**config.mk**
```make
export PLATFORM = sky130hd
export DESIGN_NAME = cmd_scheduler
export DESIGN_NICKNAME = d
export VERILOG_FILES = /design/src/rtl/cmd_scheduler.sv
export SDC_FILE = /design/constraint.sdc
export NUM_CORES = 1
export LEC_CHECK = 0
export ABC_AREA = 1
export BUFFER_PORTS_ARGS = -buffer_cell sky130_fd_sc_hd__buf_2
export CORE_MARGIN = 1
export CORE_UTILIZATION = 50
export DETAILED_ROUTE_END_ITERATION = 10
export GPL_TIMING_DRIVEN = 0
export PLACE_DENSITY = 0.75
export SLEW_MARGIN = 10
export SYNTH_ARGS = -nofsm -noshare
export SYNTH_HDL_FRONTEND = slang
export SYNTH_SLANG_ARGS = --single-unit
```
**constraint.sdc**
```tcl
create_clock -name clk -period 3.25 [get_ports clk]
set_input_delay 0.325 -clock clk [delete_from_list [all_inputs] [get_ports clk]]
set_output_delay 0.325 -clock clk [all_outputs]
set_load 0.05 [all_outputs]
```
**src/rtl/cmd_scheduler.sv**
```systemverilog
// Command scheduler: pops timestamped commands from the command FIFO, holds each
// until global_clock reaches its start time, then dispatches it over valid/ready.
module cmd_scheduler #(
    parameter int ADDR_W  = 8,
    parameter int TIMEOUT = 1024,
    parameter int CNT_W   = 16
) (
    input  logic              clk,
    input  logic              rst,
    input  logic [31:0]       global_clock,
    input  logic              run,
    input  logic              flush,
    input  logic              clear_counters,
    input  logic [79:0]       cmd_fifo_data_out,
    input  logic              cmd_fifo_empty,
    output logic              cmd_fifo_rd_en,
    output logic [ADDR_W-1:0] dispatch_addr,
    output logic [31:0]       dispatch_data,
    output logic              dispatch_valid,
    input  logic              dispatch_ready,
    output logic              busy,
    output logic [CNT_W-1:0]  dispatch_count,
    output logic [CNT_W-1:0]  late_count,
    output logic [CNT_W-1:0]  timeout_count
);

    localparam int TW = $clog2(TIMEOUT);

    typedef enum logic [2:0] {IDLE, POP, LOAD, WAIT, DISPATCH} state_t;

    state_t        state;
    logic [31:0]   t_reg;
    logic          imm_reg;
    logic [TW-1:0] tmo_cnt;

    logic [31:0] diff;
    logic        due;
    logic        late_evt;
    logic        accept;
    logic        expire;
    logic        unused_bits;

    // Signed modulo-2^32 distance keeps the due test correct across wrap.
    assign diff     = global_clock - t_reg;
    assign due      = imm_reg | ~diff[31];
    assign late_evt = (state == WAIT) & due & ~imm_reg & (diff != 32'd0) & ~flush;
    assign accept   = (state == DISPATCH) & dispatch_ready & ~flush;
    assign expire   = (state == DISPATCH) & ~dispatch_ready & (tmo_cnt == '0) & ~flush;

    // Pop strobe is masked combinationally so a flush or reset in POP never pops.
    assign cmd_fifo_rd_en = (state == POP) & ~flush & ~rst;
    assign busy           = (state != IDLE);
    assign unused_bits    = ^cmd_fifo_data_out[79:65];

    always_ff @(posedge clk) begin
        if (rst) begin
            state          <= IDLE;
            dispatch_valid <= 1'b0;
            dispatch_addr  <= '0;
            dispatch_data  <= '0;
            t_reg          <= '0;
            imm_reg        <= 1'b0;
            tmo_cnt        <= '0;
        end else if (flush) begin
            state          <= IDLE;
            dispatch_valid <= 1'b0;
        end else begin
            case (state)
                IDLE: if (run && !cmd_fifo_empty) state <= POP;
                POP:  state <= LOAD;
                LOAD: begin
                    dispatch_addr <= cmd_fifo_data_out[72 +: ADDR_W];
                    dispatch_data <= cmd_fifo_data_out[31:0];
                    t_reg         <= cmd_fifo_data_out[63:32];
                    imm_reg       <= cmd_fifo_data_out[64];
                    state         <= WAIT;
                end
                WAIT: if (due) begin
                    state          <= DISPATCH;
                    dispatch_valid <= 1'b1;
                    tmo_cnt        <= TW'(TIMEOUT - 1);
                end
                DISPATCH: begin
                    // Ready on the final timeout cycle still counts as accepted.
                    if (dispatch_ready || tmo_cnt == '0) begin
                        state          <= IDLE;
                        dispatch_valid <= 1'b0;
                    end else begin
                        tmo_cnt <= tmo_cnt - 1'b1;
                    end
                end
                default: state <= IDLE;
            endcase
        end
    end

    always_ff @(posedge clk) begin
        if (rst || clear_counters) begin
            dispatch_count <= '0;
            late_count     <= '0;
            timeout_count  <= '0;
        end else begin
            if (accept) dispatch_count <= dispatch_count + 1'b1;
            if (late_evt && late_count != '1) late_count <= late_count + 1'b1;
            if (expire && timeout_count != '1) timeout_count <= timeout_count + 1'b1;
        end
    end

endmodule

```
==> results of run 1 <==
-- cell type report --
type	count	area, µm²	share of cell area
inverters	233	875	0.0860
plain buffers	35	164	0.0161
clock buffers	18	429	0.0422
multi-input cells	873	4500	0.443
well taps	216	270	0.0266
diodes	1	2.50	0.000246
flip-flops and latches	135	2700	0.266
clock inverters	14	210	0.0207
repair buffers	202	1010	0.0995
-- layer usage --
layer	wire (µm)	part of all wire	GRT usage
met5	0	0	0
met2	9890	0.44	0.424
met3	1630	0.073	0.0639
met4	480	0.021	0.0967
met1	10400	0.47	0.341
-- metrics by stage --
stage | instances | hold WS, ps | setup WS (ps) | util
global route | 1727 | 198 | 90.0 | 0.635
detailed placement | 1694 | 435 | 252 | 0.595
CTS | 1726 | 170 | 370 | 0.635
global placement | 1694 | 428 | 301 | 0.595
floorplan | 1276 | 424 | 755 | -
finish | 1727 | 182 | 330 | 0.635
-- cells in the mapped netlist, drive strengths merged (6+ instances only) --
master | n | area (µm²)
nand2 | 285 | 1110
inv | 229 | 860
a21oi | 138 | 721
dfxtp | 135 | 2700
nor2 | 121 | 479
o21ai | 112 | 561
nand3 | 73 | 393
ha | 35 | 438
nand4 | 32 | 200
clkbuf | 28 | 105
nor3 | 27 | 176
xor2 | 9 | 97.6
buf | 7 | 58.8
nand3b | 7 | 52.6
nor4 | 6 | 43.8
-- where the power goes --
part	internal [mW]	switching, mW
Clock	1.31	0.817
Sequential	1.67	0.00551
Combinational	0.188	0.328
-- worst max-delay path by stage --
stage                                from             end  slack, ps
after CTS                        t_reg[0]  late_count[11]        370
final                            t_reg[0]  late_count[10]        330
after floorplan           global_clock[0]   late_count[6]        760
after detailed placement  global_clock[0]  late_count[10]        250
after global routing             t_reg[0]  late_count[11]         90
after global placement    global_clock[0]   late_count[7]        300
-- cells by family after synthesis --
group	count (synthesis)	share of synthesized area
AND/OR/NAND/NOR	560	0.307
buffers and inverters	268	0.126
XOR/XNOR	12	0.0150
flip-flops	135	0.328
AO/OA/AOI/OAI	265	0.169
adder cells (fa/ha/maj)	36	0.0556
-- worst max-delay path, cell delays in order, from the launching register on --
cell and delay (ps):
dfxtp_1 320, ha_1 210, fa_1 380, inv_1 110, nand2_1 80, nand2_1 100
nand3_1 100, nand2_1 130, nand2_1 90, nand2_1 130, nand2_1 80, nand2_1 60
nand2_1 50, nand2_1 60, nand3_1 130, nor2_2 180, nand3_4 170, buf_6 190
nand3_1 70, nand2_1 60, nand2_1 50, nor2_1 40
-- placed cells by master (no fill, tap or decap), types with 32 or more instances in the layout --
| master | instances |
|---|---|
| a21oi_1 | 130 |
| buf_2 | 204 |
| dfxtp_1 | 135 |
| ha_1 | 35 |
| inv_1 | 215 |
| nand2_1 | 271 |
| nand3_1 | 69 |
| nand4_1 | 32 |
| nor2_1 | 113 |
| o21ai_0 | 103 |
==> impl_results.md, run 1 <==
- Gpl congestion: 0.920
- Via density per instance: 5.06
- Initial DRC count: 620
- RSZ-0062 raised after global routing: false
- Final worst path period need: 2920 ps
- Worst IR Drop VDD: 0.481 mV
- Hold-fix buffers, CTS: 0
- Post-Syn Instances: 1276
- DRT antenna net count: 0
- Worst setup SP type: flip-flop
- # DRC: 0
- Initial Util: 0.515
- Mapped Nets: 1431
- Worst Reg-to-Reg Cells: 21
- Achievable frequency: 342 MHz
- Worst Path Required: 3540 ps
- # H-tree levels: 4
- Pleak: 4.67 nW
- # fillers: 1524
- Final wirelength: 22.4 mm
- Worst-path clk slew: 70 ps
- IO Port Bufs: 202
- WL/cell: 13.0 µm
- Synth warnings: 0
- Worst Min Path Start: cmd_fifo_data_out[27]
- CTS tree: built
- Worst-skew pair later-pin latency: 420 ps
- First-pass GRT wire length: 35.4 mm
- Die area: 17000 µm²
- Row count: 46
- CP Class: flip-flop to flip-flop
- Cts bufs inserted: 17
- Clock sinks: 135
- Setup Viol. Count Final: 0
- Root Buffer: clkbuf_16
- Max-slew headroom: 0.495
- Post-CTS setup buffers: 0
- Via count: 8741
- P&R area growth vs syn: 23.3%
- WHS Path Cells: 3
- Cell area after synthesis: 8240 µm²
- Hold Crit Class: input pin to flip-flop
- Crit. End Element: flip-flop
- Top Ports: 210
- Post-synthesis async set-or-reset flop share: 0
- Final Power: 4.31 mW
- Post-cts resize count: 0
- Fin crit share: 0.899
- Die Wd: 130 µm
- Vias in the first global route: 7689
- CP max FO: 10
- Initial antenna violation count: 1
- Worst flop-to-flop path endpoint: late_count[10]
- Status: finished clean
- Largest net degree at the start of global routing: 17
- Worst r2r src: t_reg[0]
- Power Dens Cells: 424 nW/µm²
- DR pass1 iterations: 6
- Post-DP Area: 9520 µm²
- Reg2Reg Setup Slack: 330 ps
- Total grt overflow: 0
- Max-cap violations: 0
- Worst Skew: 9.82 ps
- Setup_tns: 0 ps
- EDFF count, synth: 0
- CORE AREA: 16000 µm²
- Prevailing post-synth register cell: dfxtp_1
- Share of the yosys chip area belonging to registers: 0.328
- Design Area, Final: 10200 µm²
- Final nets: 1652
- Hold EP: dispatch_data[27]
- Final Hold Violating Endpoints: 0
- Crit path DAT: 3220 ps
- Dpl hpwl: 17.5 mm
- Slew Viols, Final: 0
- Flops & latches, synth: 135
- CTS Buffer Depth: 2
- Die Y-Extent: 130 µm
- Avg Synthesized Cell Area: 6.46 µm²
- Tot GR Track Use: 0.263
- Share of cells above drive strength 1: 0.198
- Synth cell types: 45
- Worst Tran Pin Value: 757 ps
Note: power is estimated with default switching activity, not from simulation.
==> run 2, diff against run 1 <==
- ABC_AREA: 1 -> 0
==> impl_results.md, run 2 <==
- Worst Path Required: 3590 ps
- Largest delay share family, worst path: simple AND/OR/NAND/NOR gates
- Cts bufs inserted: 17
- Root Buffer: clkbuf_16
- Synth area leader: dfxtp_1
- Pleak: 4.22 nW
- Most frequent cells in the layout: buf_2 (202), nand2_1 (198), a21oi_1 (123)
- Flops & latches, synth: 135
- Met2 usage: 0.474
- Avg Synthesized Cell Area: 7.57 µm²
- CP max FO: 5
- Slowest library cell on the worst path: or4_4
- Crit. End Element: flip-flop
- Via count: 8817
- Worst path max stage delay: 500 ps
- Power Dens Cells: 371 nW/µm²
- Max-cap violations: 0
- Tot GR Track Use: 0.282
- Prevailing post-synth register cell: dfxtp_1
- Top Ports: 210
- Synth cell types: 79
- # H-tree levels: 4
- Post-synth top area share: 0.340
- EDFF count, synth: 0
- Synth warnings: 0
- Post-layout util: 0.713
- Vias in the first global route: 7779
- Post-DP Area: 9280 µm²
- Largest net degree at the start of global routing: 17
- Crit path DAT: 3960 ps
- Share of the yosys chip area belonging to registers: 0.340
- Design Area, Final: 11000 µm²
- # DRC: 0
- P&R area growth vs syn: 37.9%
- Initial antenna violation count: 6
- WL/cell: 15.9 µm
- Cell area after synthesis: 7960 µm²
- Status: complete, but fails checks
- DR pass1 iterations: 5
- Worst-path clk slew: 60 ps
- GRT met1 Usage: 0.343
- Die Wd: 128 µm
- Mapped Nets: 1206
- Slew Viols, Final: 0
- Most common library cells after synthesis: nand2_1 (201), a21oi_1 (141), dfxtp_1 (135), nor2_1 (65), inv_1 (51)
- Met3 usage: 0.0593
- Total grt overflow: 0
- CTS Buffer Depth: 2
- Initial Util: 0.518
- Post-Place Cells: 1462
- Die Y-Extent: 128 µm
- Fin crit share: 1.11
- Post-Syn Instances: 1051
- CP bufs+invs: 3
- Row count: 45
- First-pass GRT wire length: 37.1 mm
- Failing checks: negative setup slack
- Final wirelength: 24.6 mm
- CP Cell Sequence: ha_4 -> fa_2 -> xor2_1 -> o2111ai_2 -> or4_4 -> or4_4 -> nor4_4 -> nand4b_1 -> nor4_4 -> and3_4 -> buf_8 -> buf_12 -> buf_8 -> o21ai_1 -> a21oi_1
- Worst Skew: 8.43 ps
- Initial DRC count: 614
- CTS tree: built
- Worst IR Drop VDD: 0.353 mV
- Final Hold Violating Endpoints: 0
- Global routing's busiest layer: met2
- Setup Viol. Count Final: 22
- Hold Crit Class: input pin to flip-flop
- Gpl congestion: 0.939
- Hold-fix buffers, CTS: 0
- Die area: 16400 µm²
- Non-Filler Instances: 1546
- Worst setup SP type: flip-flop
- Setup WS pre-CTS: -788 ps
- RSZ-0062 raised after global routing: true
- Final Power: 4.07 mW
- Most common cell after layout, fill and taps aside: buf_2
- Most frequent cell after synthesis: nand2_1
- Final nets: 1472
- Post-synthesis async set-or-reset flop share: 0
- Final setup margin: -367 ps
- Achievable frequency: 276 MHz
- Largest cells by area after synthesis: dfxtp_1 (34%), nand2_1 (9.5%), a21oi_1 (8.9%)
- IO Port Bufs: 200
- Dpl hpwl: 16.6 mm
- Share of cells above drive strength 1: 0.328
- Via density per instance: 5.70
- Final worst path period need: 3620 ps
- Worst Tran Pin Value: 1250 ps
- DRT antenna net count: 0
- CP Class: flip-flop to flip-flop
- CORE AREA: 15400 µm²
- Worst-skew pair later-pin latency: 420 ps
- Clock sinks: 135
- Max-slew headroom: 0.166
-- run 2: worst paths after layout --
path                            slack, ps             startpoint                end  cells past startpoint
worst max register to register       -370               t_reg[0]      late_count[0]                     15
worst min-delay path                  130  cmd_fifo_data_out[32]           t_reg[0]                      3
worst max-delay path                 -370               t_reg[0]      late_count[0]                     15
worst min register to register        450      dispatch_data[11]  dispatch_data[11]                      2
-- run 2: cell type report --
class	instances	area, µm²
tap	211	264
clock buffer	19	453
clock inverter	13	106
fill	1226	4400
antenna	5	12.5
buffer	61	365
timing repair buffer	252	1460
inverter	51	191
sequential	135	2720
multi-input combinational	799	5390
-- run 2: power by group --
group          total, mW  switching (mW)  internal, mW
combinational      0.581           0.328         0.253
sequential          1.66         0.00286          1.66
clock               1.82           0.789          1.03
total               4.07            1.12          2.95
-- run 2: logic make-up (layout without fill, tap and decap cells) --
family | Yosys count | in the layout | synth area share
adder cells (fa/ha/maj) | 36 | 36 | 0.0576
XOR/XNOR | 34 | 34 | 0.0374
AO/OA/AOI/OAI | 294 | 294 | 0.241
flip-flops | 135 | 135 | 0.340
buffers and inverters | 119 | 396 | 0.0637
AND/OR/NAND/NOR | 428 | 430 | 0.254
multiplexers | 5 | 5 | 0.00676
other | 0 | 5 | 0
-- run 2: what timing repair did --
action	in CTS	in global routing
buffers inserted	31	22
gates cloned	1	2
pin swaps	23	32
setup endpoints to repair	35	32
gates resized for setup	68	85
-- run 2: routing by layer --
layer	share of wire	vias up
met5	0.00053	-
met4	0.047	2
met3	0.063	94
met2	0.48	342
met1	0.41	4098
li1	-	4281
-- run 2: per-stage QoR --
step | hold WS, ps | TNS, ps
final | 131 | -5030
after global routing | 128 | -7970
after CTS | 123 | -5650
after detailed placement | 444 | -19430
after global placement | 438 | -17560
after floorplan | 436 | 0
-- run 2: worst register-to-register path, delay by kind of cell, from the launching register on --
family | cells | cell delay [ps]
xor gates and xnor gates | 1 | 200
DFF | 1 | 340
buffers and inverters | 3 | 350
AOI/OAI and AO/OA | 3 | 390
and+or+nand+nor | 6 | 1780
adders and majority gates | 2 | 510
